`src/rtl/riscv_pkg.sv`:
```
// Shared fetch-stage definitions: NOP encoding, default PC width, fetch FSM states.
package riscv_pkg;

  localparam int          PC_W_DEFAULT = 16;
  localparam logic [31:0] NOP          = 32'h0000_0013;

  typedef enum logic [1:0] {
    S_REQ  = 2'd0,
    S_WAIT = 2'd1,
    S_DROP = 2'd2
  } fetch_state_e;

endpackage

```
`src/rtl/if_id_reg.sv`:
```
// IF/ID pipeline register: flush inserts a bubble, hold freezes contents,
// otherwise load selects a real instruction or a bubble.
module if_id_reg
  import riscv_pkg::*;
#(
  parameter int PC_W = PC_W_DEFAULT
) (
  input  logic            clk,
  input  logic            reset,
  input  logic            load_i,
  input  logic            flush_i,
  input  logic            hold_i,
  input  logic [PC_W-1:0] pc_i,
  input  logic [PC_W-1:0] pc_plus4_i,
  input  logic [31:0]     instr_i,
  output logic [PC_W-1:0] pc_o,
  output logic [PC_W-1:0] pc_plus4_o,
  output logic [31:0]     instr_o,
  output logic            valid_o
);

  logic [PC_W-1:0] pc_q, pc_d;
  logic [PC_W-1:0] pc_plus4_q, pc_plus4_d;
  logic [31:0]     instr_q, instr_d;
  logic            valid_q, valid_d;

  always_comb begin
    pc_d       = pc_q;
    pc_plus4_d = pc_plus4_q;
    instr_d    = instr_q;
    valid_d    = valid_q;
    // A bubble keeps PCD/PCPlus4D so downstream still sees the last real PC.
    if (flush_i || (!hold_i && !load_i)) begin
      instr_d = NOP;
      valid_d = 1'b0;
    end else if (!hold_i) begin
      pc_d       = pc_i;
      pc_plus4_d = pc_plus4_i;
      instr_d    = instr_i;
      valid_d    = 1'b1;
    end
  end

  always_ff @(posedge clk or posedge reset) begin
    if (reset) begin
      pc_q       <= '0;
      pc_plus4_q <= '0;
      instr_q    <= NOP;
      valid_q    <= 1'b0;
    end else begin
      pc_q       <= pc_d;
      pc_plus4_q <= pc_plus4_d;
      instr_q    <= instr_d;
      valid_q    <= valid_d;
    end
  end

  assign pc_o       = pc_q;
  assign pc_plus4_o = pc_plus4_q;
  assign instr_o    = instr_q;
  assign valid_o    = valid_q;

endmodule

```
`src/rtl/instr_fetch_unit.sv`:
```
// Instruction fetch: single-outstanding request FSM, one-entry hold buffer for
// responses arriving during a decode stall, and redirect handling.
module instr_fetch_unit
  import riscv_pkg::*;
#(
  parameter int              PC_W     = PC_W_DEFAULT,
  parameter logic [PC_W-1:0] RESET_PC = '0
) (
  input  logic            clk,
  input  logic            reset,
  output logic            imem_req_valid,
  input  logic            imem_req_ready,
  output logic [PC_W-1:0] imem_addr,
  input  logic            imem_rsp_valid,
  input  logic [31:0]     imem_rsp_data,
  input  logic            PCWriteD,
  input  logic            IF_IDWriteD,
  input  logic            PCSrcE,
  input  logic [PC_W-1:0] PCTargetE,
  output logic [PC_W-1:0] PCD,
  output logic [PC_W-1:0] PCPlus4D,
  output logic [31:0]     InstrD,
  output logic            ValidD
);

  fetch_state_e    state_q, state_d;
  logic [PC_W-1:0] pc_q, pc_d;
  logic            hold_vld_q, hold_vld_d;
  logic [PC_W-1:0] hold_pc_q, hold_pc_d;
  logic [31:0]     hold_instr_q, hold_instr_d;

  logic            ifid_load, from_buf;
  logic [PC_W-1:0] ifid_pc, ifid_pc_plus4;
  logic [31:0]     ifid_instr;

  assign imem_req_valid = !reset && (state_q == S_REQ) && PCWriteD && !hold_vld_q;
  assign imem_addr      = pc_q;
  assign ifid_pc        = from_buf ? hold_pc_q : pc_q;
  assign ifid_pc_plus4  = ifid_pc + PC_W'(4);
  assign ifid_instr     = from_buf ? hold_instr_q : imem_rsp_data;

  always_comb begin
    state_d      = state_q;
    pc_d         = pc_q;
    hold_vld_d   = hold_vld_q;
    hold_pc_d    = hold_pc_q;
    hold_instr_d = hold_instr_q;
    ifid_load    = 1'b0;
    from_buf     = 1'b0;
    if (PCSrcE) begin
      pc_d       = PCTargetE & ~PC_W'(3);
      hold_vld_d = 1'b0;
      // Go to S_DROP only if a response is still owed to us by memory.
      unique case (state_q)
        S_REQ:   state_d = (imem_req_valid && imem_req_ready) ? S_DROP : S_REQ;
        S_WAIT:  state_d = imem_rsp_valid ? S_REQ : S_DROP;
        S_DROP:  state_d = imem_rsp_valid ? S_REQ : S_DROP;
        default: state_d = S_REQ;
      endcase
    end else begin
      if (hold_vld_q && IF_IDWriteD) begin
        ifid_load  = 1'b1;
        from_buf   = 1'b1;
        hold_vld_d = 1'b0;
        pc_d       = ifid_pc_plus4;
      end
      unique case (state_q)
        S_REQ: if (imem_req_valid && imem_req_ready) state_d = S_WAIT;
        S_WAIT: if (imem_rsp_valid) begin
          state_d = S_REQ;
          if (IF_IDWriteD) begin
            ifid_load = 1'b1;
            pc_d      = ifid_pc_plus4;
          end else begin
            hold_vld_d   = 1'b1;
            hold_pc_d    = pc_q;
            hold_instr_d = imem_rsp_data;
          end
        end
        S_DROP: if (imem_rsp_valid) state_d = S_REQ;
        default: state_d = S_REQ;
      endcase
    end
  end

  always_ff @(posedge clk or posedge reset) begin
    if (reset) begin
      state_q      <= S_REQ;
      pc_q         <= RESET_PC;
      hold_vld_q   <= 1'b0;
      hold_pc_q    <= '0;
      hold_instr_q <= NOP;
    end else begin
      state_q      <= state_d;
      pc_q         <= pc_d;
      hold_vld_q   <= hold_vld_d;
      hold_pc_q    <= hold_pc_d;
      hold_instr_q <= hold_instr_d;
    end
  end

  if_id_reg #(.PC_W(PC_W)) u_if_id (
    .clk        (clk),
    .reset      (reset),
    .load_i     (ifid_load),
    .flush_i    (PCSrcE),
    .hold_i     (!IF_IDWriteD),
    .pc_i       (ifid_pc),
    .pc_plus4_i (ifid_pc_plus4),
    .instr_i    (ifid_instr),
    .pc_o       (PCD),
    .pc_plus4_o (PCPlus4D),
    .instr_o    (InstrD),
    .valid_o    (ValidD)
  );

endmodule

```
`config.mk`:
```
export PLATFORM = sky130hd
export DESIGN_NAME = instr_fetch_unit
export DESIGN_NICKNAME = d
export VERILOG_FILES = /design/src/rtl/riscv_pkg.sv /design/src/rtl/if_id_reg.sv /design/src/rtl/instr_fetch_unit.sv
export SDC_FILE = /design/constraint.sdc
export NUM_CORES = 1
export LEC_CHECK = 0
export ABC_AREA = 0
export BUFFER_PORTS_ARGS = -buffer_cell sky130_fd_sc_hd__buf_4
export CORE_MARGIN = 5
export CORE_UTILIZATION = 49
export DETAILED_ROUTE_END_ITERATION = 8
export PLACE_DENSITY_LB_ADDON = 0.25
export SYNTH_ARGS = -nofsm -noshare
export SYNTH_HDL_FRONTEND = slang
export SYNTH_SLANG_ARGS = --single-unit
```
`constraint.sdc`:
```
create_clock -name clk -period 4 [get_ports clk]
set_input_delay 0.6 -clock clk [delete_from_list [all_inputs] [get_ports clk]]
set_output_delay 0.6 -clock clk [all_outputs]
set_load 0.02 [all_outputs]
```
==> results of run 1 <==
==> cells by family after synthesis <==
family          count (synthesis)  synth area share
mux                            68             0.128
compound gates                125             0.134
simple gates                  162             0.124
buf+inv                        50            0.0349
xor+xnor                        8            0.0120
fa+ha+maj                       4           0.00857
flops                         130             0.559
==> power groups by stage <==
| stage | Combinational, mW | Clock (mW) | Sequential [mW] |
|---|---|---|---|
| 2_1_floorplan | 0.359 | 0 | 1.87 |
| 3_3_place_gp | 0.820 | 0 | 1.76 |
| 3_5_place_dp | 0.839 | 0 | 1.77 |
| 4_1_cts | 0.843 | 1.65 | 1.75 |
| 5_1_grt | 0.906 | 1.71 | 1.79 |
| 6_report | 0.831 | 1.63 | 1.75 |
==> flip-flops by register name, indices dropped and copies added (netlist names), 2 cells and up <==
signal              cells
state_q                 2
u_if_id.pc_plus4_o     16
u_if_id.pc_o           14
hold_pc_q              16
imem_addr              16
u_if_id.instr_o        32
hold_instr_q           32
==> worst register-to-register path: stages (launching register included) <==
cell and delay (ns):
sky130_fd_sc_hd__dfrtp_1 0.43, sky130_fd_sc_hd__and3b_1 0.24, sky130_fd_sc_hd__mux2i_1 0.17, sky130_fd_sc_hd__inv_1 0.09
sky130_fd_sc_hd__ha_1 0.27, sky130_fd_sc_hd__nand4_1 0.15, sky130_fd_sc_hd__or4b_4 0.57, sky130_fd_sc_hd__a221oi_2 0.33
sky130_fd_sc_hd__mux2i_1 0.15, sky130_fd_sc_hd__a221o_1 0.28
==> synth_stat cells, drive strengths merged, types with 4 or more instances <==
library cell / instances / area [um^2]
a21o: 8 / 60.1
a21oi: 14 / 70.1
a22oi: 9 / 67.6
a31oi: 6 / 37.5
buf: 14 / 67.6
clkbuf: 30 / 114
dfrtp: 124 / 3100
dfstp: 6 / 158
ha: 4 / 50.1
inv: 6 / 22.5
mux2: 52 / 586
mux2i: 16 / 160
nand2: 92 / 345
nand2b: 4 / 25.0
nand3: 9 / 45.0
nand4: 5 / 31.3
nor2: 22 / 82.6
nor2b: 7 / 43.8
nor3: 6 / 30.0
o21ai: 41 / 205
o22ai: 29 / 181
or3: 5 / 31.3
xnor2: 5 / 43.8
==> placed cells by master (no fill, tap or decap), types with 8 or more instances in the layout <==
master	netlist	final
sky130_fd_sc_hd__buf_4	3	145
sky130_fd_sc_hd__dfrtp_1	124	124
sky130_fd_sc_hd__nand2_1	92	92
sky130_fd_sc_hd__mux2_2	52	52
sky130_fd_sc_hd__o21ai_0	41	41
sky130_fd_sc_hd__o22ai_1	29	29
sky130_fd_sc_hd__nor2_1	22	21
sky130_fd_sc_hd__clkbuf_16	0	17
sky130_fd_sc_hd__mux2i_1	16	16
sky130_fd_sc_hd__a21oi_1	14	14
sky130_fd_sc_hd__nand3_1	9	9
sky130_fd_sc_hd__a22oi_1	9	9
sky130_fd_sc_hd__a21o_1	8	8
==> metal layers <==
layer | vias up | GRT usage | part of all wire
met3 | 24 | 0.0687 | 0.069
met5 | - | 0 | 0
met1 | 2363 | 0.268 | 0.42
met2 | 150 | 0.363 | 0.50
met4 | 0 | 0.0688 | 0.015
li1 | 2182 | - | -
==> how the worst max path moves through the flow <==
stage | from | endpoint | slack, ns | cells past startpoint
after floorplan | PCSrcE | imem_addr[14] | 0.53 | 13
after global placement | PCSrcE | imem_addr[14] | 0.95 | 10
after detailed placement | PCSrcE | imem_addr[14] | 0.93 | 10
after CTS | hold_vld_q | imem_addr[14] | 1.23 | 9
after global routing | hold_vld_q | imem_addr[14] | 1.06 | 9
final | hold_vld_q | imem_addr[14] | 1.21 | 9
==> cell type report <==
type / count / share of cell area
Sequential cell: 130 / 0.430
Tap cell: 143 / 0.0236
Multi-Input combinational cell: 367 / 0.314
Inverter: 6 / 0.00347
Clock buffer: 23 / 0.0617
Timing Repair Buffer: 146 / 0.146
Clock inverter: 9 / 0.0206
==> through the flow <==
stage	instances	worst slack (ns)	instance area [um^2]	total power, mW
after CTS	824	1.23	7580	4.25
after global placement	792	0.952	6960	2.58
final	824	1.21	7580	4.21
after global routing	824	1.06	7580	4.40
after floorplan	547	0.528	5840	2.23
after detailed placement	792	0.933	6960	2.61
==> summary by stage, run 1 <==
Die
For this configuration, the core starts out at a cell density of 0.505. The overall die area is 14200 um^2. The die width is 119 um. The cell row count is 39. In this run the standard cell core region covers 11600 um^2. The number of top-level pins is 137. The die is 119 um tall.

Setup path
The worst register-to-register path begins at hold_vld_q. The number of cells on the worst reg-to-reg path is 9. Data on the critical path arrives at its endpoint at 3.08 ns. The worst path required time is 4.29 ns. The endpoint of the most critical register-to-register path is imem_addr[14]. STA classifies the critical path endpoint as a flop. Among the stages of the critical path, the cell type that occurs most often is sky130_fd_sc_hd__mux2i_1. Of all nets on the critical path, the largest fanout is 5.

The setup slack on the worst flop-to-flop path is 1.21 ns. The startpoint class of the critical path is a flop. The slowest stage of the critical path is the sky130_fd_sc_hd__or4b_4 cell. The critical path goes through and3b_1, mux2i_1, inv_1, ha_1, nand4_1, or4b_4, a221oi_2, mux2i_1, a221o_1. The worst setup path category is flop to flop. Counting both buffers and inverters, the worst setup path holds a total of 1. On the worst path, the slowest cell contributes a delay of 0.57 ns.

The family of cells with the greatest summed delay on the critical path is simple AND/OR/NAND/NOR gates.

Detailed routing
For this block, the routed nets add up to 15200 um of wire. The first-pass iteration count of the detailed router is 5. The average detailed-routed wire length per instance is 18.4 um. The count of nets left with antenna violations after detail routing is 0. The DRC violation count after routing is 0. The overall via count from detail_route is 4719. The detailed router's first-iteration violation count is 237.

After detailed routing, the number of vias per cell comes to 5.73.

Global route
The pin count of the biggest net entering global routing is 87. The overflow left after global routing is 0. In the global route stage, overall resource usage came out at 0.217. The initial antenna violation count is 0.

The number of global-route vias before repair is 4816. The first-pass GRT wire length is 24700 um.

Placed design
The placed wire-length estimate is 10100 um. The congestion estimate from routability-driven global placement came to 0.857. Input and output buffers added on the ports amount to 134.

Timing
The worst hold slack after final layout is 0.333 ns. For the final routed database, the setup TNS stands at 0 ns. The hold violation total from the final report came to 0.

The number of pins with negative max-slew slack in the final report is 0. Setup violations remaining at the end of the flow were counted as 0. The final critical-path required period is 2.79 ns. For the pin with the worst max-slew slack, the measured transition is 0.822 ns.

The clock arrives with 0.00808 ns of skew. Setup repair after global routing left no endpoint under its margin. Based on the critical path, the design can be clocked at up to 0.358 GHz.

The worst-case headroom to the max-slew limit is 0.438. In the finished design, the share of the clock period the worst path needs comes to 0.698.

Cells and area
For this run, the post-layout net count is 727. Summing all multi-input logic gate instances after layout gives 2380 um^2. The number of filler instances in the final layout is 910.

The footprint of the flip-flops and latches is 3260 um^2. 0 antenna diodes ended up in the layout. Of the cells placed in the final design, the portion with a size suffix greater than 1 is 0.352. The post-route core utilization is 0.656.

From synthesis to final layout, the design area changed by 29.9%.

Pwr
Dividing total power by cell area gives a power density of 555 nW/um^2. Of the total power, the share spent switching nets is 0.276. The standby leakage power is 3.69 nW. The sequential power share is 0.416. The clock share of power is 0.387. Across the VDD grid, the largest voltage drop is 412 uV. The total internal power is 3.05 mW.

The switching power total is 1.16 mW. The share of total power dissipated in combinational logic is 0.197.

Clock tree
The number of hold buffers added after CTS was 0. The CTS tree is yes. CTS saw 130 sinks. The maximum buffer depth of the clock tree is 2. Buffers inserted during clock tree synthesis total 17. The latest clock arrival within the worst-skew pair is 0.41 ns. Post-CTS repair changed the size of 0 cells.

The CTS clock-pin slew for the worst setup and hold paths is 0.05 ns. In this run the number of H-tree levels came out at 4. The buffer cell driving the clock tree root is sky130_fd_sc_hd__clkbuf_16. Once the clock tree was built, the setup fixing pass inserted 0 buffers.

Run
Max-cap violations in this run came to 0.

Logic synthesis
Synthesis produced 547 cells. The synthesized design contains 0 enable-type register cells. The number of distinct library cells after synthesis is 48. The main flop type after synthesis is sky130_fd_sc_hd__dfrtp_1.

Counting flops with an async set or reset pin after synthesis yields a share of 1.00. The cell area after technology mapping is 5840 um^2. The synthesized area per cell is 10.7 um^2. The number of synthesized register bits is 130.

Synthesis produced a netlist with a net count of 606. During synthesis, Yosys emitted a total of 0 warnings. The sequential element share of the synthesized area is 0.559.

Run status
The run finished with clean final reports.

Hold path
In this run the worst hold path is classified as input port to asynchronous set/reset pin.
(Power assumes the default switching activity.)
==> run 2, diff against run 1 <==
- CORE_UTILIZATION: 49 -> 54
- clock period: 4 -> 2.8 ns (I/O delays scaled with it)
==> run 2 against run 1 <==
- register-to-register slack lost 1.0 ns
- sequential power up 42%
- clock power grew 58%
- worst hold slack got worse by 0.27 ns
- maximum frequency rose by 5.7%
- critical path depth unchanged
- combinational power is 49% higher
- flip-flop and latch count did not move
- global-route usage increased by 3.8 points
==> summary by stage, run 2 (synthesis gave the netlist of run 1 again) <==
Pwr
The switching share of power is 0.272 (-0.00400). The total internal power is 4.59 mW (+51%). The peak supply drop was 463 uV (+12%). The power density over cell area is 816 nW/um^2 (+47%). The switching power total is 1.72 mW (+48%). The clock share of power is 0.409 (+0.022). The part of the total power dissipated in combinational logic was 0.196 (about the same). The sequential power share is 0.395 (-0.021). The standby leakage power is 3.77 nW (+2.2%).

Clock tree
The maximum level of the CTS H-tree is 4 (unchanged). The buffer count from post-CTS setup fixing is 0 (unchanged). The CTS clock-pin slew for the worst setup and hold paths was 0.06 ns (about the same). The number of clock buffers inserted by TritonCTS is 17 (unchanged). The count of instances resized after the clock tree is built is 0 (unchanged). The maximum buffer depth of the clock tree is 2 (unchanged). The CTS sink count came to 130 (unchanged). The buffer cell driving the clock tree root is sky130_fd_sc_hd__clkbuf_8. The CTS tree is yes. The quantity of hold-fixing buffers added after cts is 0 (unchanged). The latest clock arrival within the worst-skew pair is 0.51 ns (+0.10 ns).

Detailed routing
The routed wire length was 15800 um (+4.2%). The count of nets left with antenna violations after detail routing is 0 (unchanged). The detailed router's first-iteration violation count came to 300 (+27%). The first-pass iteration count of the detailed router is 5 (unchanged). The overall via count from detail_route is 4842 (+2.6%). The average detailed-routed wire length per instance came to 19.0 um (+3.4%). The via density per instance came to 5.83 (+1.9%).

The DRC violation count after routing is 0 (unchanged).

Die
The overall die height was 114 um (-4.3%). The die width is 114 um (-4.3%). The area of the core was 10700 um^2 (-7.5%). The number of top-level pins was 137 (unchanged). The cell row count came to 38 (-2.6%).

The effective utilization at floorplan came to 0.546 (+0.0409). The overall die area is 13000 um^2 (-8.5%).

Setup path
In this run the critical register-to-register path is launched from hold_vld_q. The critical path arrival was 3.04 ns (-0.04 ns). The endpoint identified for the worst register-to-register timing path is imem_addr[14]. The critical path capture point type is a flop. The worst setup path category is flop to flop.

The startpoint class of the critical path is a flop. The largest fanout on the critical path is 5 (unchanged). The number of cells on the worst reg-to-reg path came to 9 (unchanged). The worst path required time is 3.20 ns (-1.09 ns). The setup slack on the worst flop-to-flop path is 0.16 ns (-1.05 ns).

Timing
The hold violation total from the final report came to 0 (unchanged). The worst-case headroom to the max-slew limit is 0.511 (+0.0732). The number of pins with negative max-slew slack in the final report came to 0 (unchanged). Setup repair after global routing left no endpoint under its margin. The transition time at the pin with the least slew margin was 0.734 ns (-0.0886 ns). The final critical-path required period was 2.64 ns (-0.151 ns).

The final clock skew is 0.00753 ns (-0.000549 ns). The final cycle utilization of the critical path came to 0.943 (+0.245). The setup total negative slack is 0 ns (unchanged). The number of setup violations in the final report is 0 (unchanged). The worst hold slack after final layout is 0.0616 ns (-0.271 ns). The fmax is 0.379 GHz (+5.7%).

Placed design
The routability-driven placement congestion ratio is 0.856 (-0.16%). The number of buffer cells added on primary ports is 134 (unchanged). The placed wire-length estimate is 10300 um (+1.9%). The number of instances in the placed design came to 798 (+0.76%).

Cells and area
The count of antenna diodes in the layout came to 0 (unchanged). The number of standard cells in the final layout excluding fillers is 830 (+0.73%). The share of cells above drive strength 1 is 0.370 (+0.0171).

The number of filler instances in the final layout came to 748 (-18%). Leaving out fill and tap cells, the most frequent cells in the layout are sky130_fd_sc_hd__buf_4, sky130_fd_sc_hd__dfrtp_1, sky130_fd_sc_hd__nand2_1. The area growth from synthesis to layout is 32.5%.

The number of nets in the layout is 736 (+1.2%). The library cell used most frequently in the layout, excluding fill and tap cells, is sky130_fd_sc_hd__buf_4.

Global route
The number of global-route vias before repair is 5173 (+7.4%). The overflow left after global routing is 0 (unchanged). The pin count of the biggest net entering global routing is 131 (+51%). The first-pass GRT wire length is 26200 um (+6.0%). The global router's overall resource usage was 0.255 (+0.0385). The initial antenna violation count came to 0 (unchanged).

Run
The max-capacitance violation count was 0 (unchanged).

Run status
The run finished with clean final reports.

Hold path
The class of the tightest hold or removal check is input port to asynchronous set/reset pin.
run 2: cell count changes in the layout (fill, tap and decap cells not counted), sizes merged:
| cell | before | now |
|---|---|---|
| clkinv | 2 | 3 |
| clkbuf | 23 | 19 |
| buf | 146 | 155 |
| bufinv | 4 | 7 |
run 2: power groups by stage:
stage	clock network, mW	logic [mW]	registers (mW)
finish	2.58	1.24	2.49
floorplan	0	0.519	2.68
CTS	2.60	1.25	2.49
detailed placement	0	1.24	2.52
global placement	0	1.21	2.49
global route	2.70	1.34	2.54
run 2: worst max-delay path by stage:
stage                startpoint            end
floorplan           IF_IDWriteD  imem_addr[14]
global placement         PCSrcE  imem_addr[14]
detailed placement       PCSrcE  imem_addr[14]
CTS                  hold_vld_q  imem_addr[14]
global route         hold_vld_q  imem_addr[14]
finish               hold_vld_q  imem_addr[14]
run 2: final cells by class:
| class | instances | area (um^2) | share of cell area |
|---|---|---|---|
| timing repair buffer | 155 | 1180 | 0.152 |
| tap | 140 | 175 | 0.0227 |
| clock buffer | 19 | 442 | 0.0571 |
| multi-input combinational | 367 | 2400 | 0.310 |
| inverter | 6 | 26.3 | 0.00340 |
| sequential | 130 | 3260 | 0.422 |
| clock inverter | 13 | 255 | 0.0330 |
run 2: metrics by stage:
stage               worst slack, ns   util  power [mW]  cell area, um^2
finish                        0.159  0.723        6.31             7730
global route                0.00998  0.723        6.57             7730
CTS                           0.187  0.723        6.35             7730
detailed placement           0.0811  0.658        3.76             7040
global placement              0.137  0.658        3.69             7040
floorplan                   -0.0474      -        3.20             5910
run 2: critical path: stages (launching register included):
cell and delay, ns:
sky130_fd_sc_hd__dfrtp_1 0.41, sky130_fd_sc_hd__and3b_1 0.26, sky130_fd_sc_hd__mux2i_2 0.18, sky130_fd_sc_hd__inv_1 0.11
sky130_fd_sc_hd__ha_4 0.18, sky130_fd_sc_hd__nand4_1 0.13, sky130_fd_sc_hd__or4b_4 0.54, sky130_fd_sc_hd__a221oi_2 0.31
sky130_fd_sc_hd__mux2i_1 0.14, sky130_fd_sc_hd__a221o_1 0.27
run 2: metal layers:
| layer | part of all wire | vias to the layer above | wire length, um | global-route usage |
|---|---|---|---|---|
| li1 | - | 2195 | - | - |
| met4 | 0.022 | 0 | 347 | 0.0974 |
| met2 | 0.51 | 182 | 8090 | 0.436 |
| met3 | 0.070 | 31 | 1100 | 0.0647 |
| met5 | 0 | - | 0 | 0 |
| met1 | 0.40 | 2434 | 6260 | 0.311 |
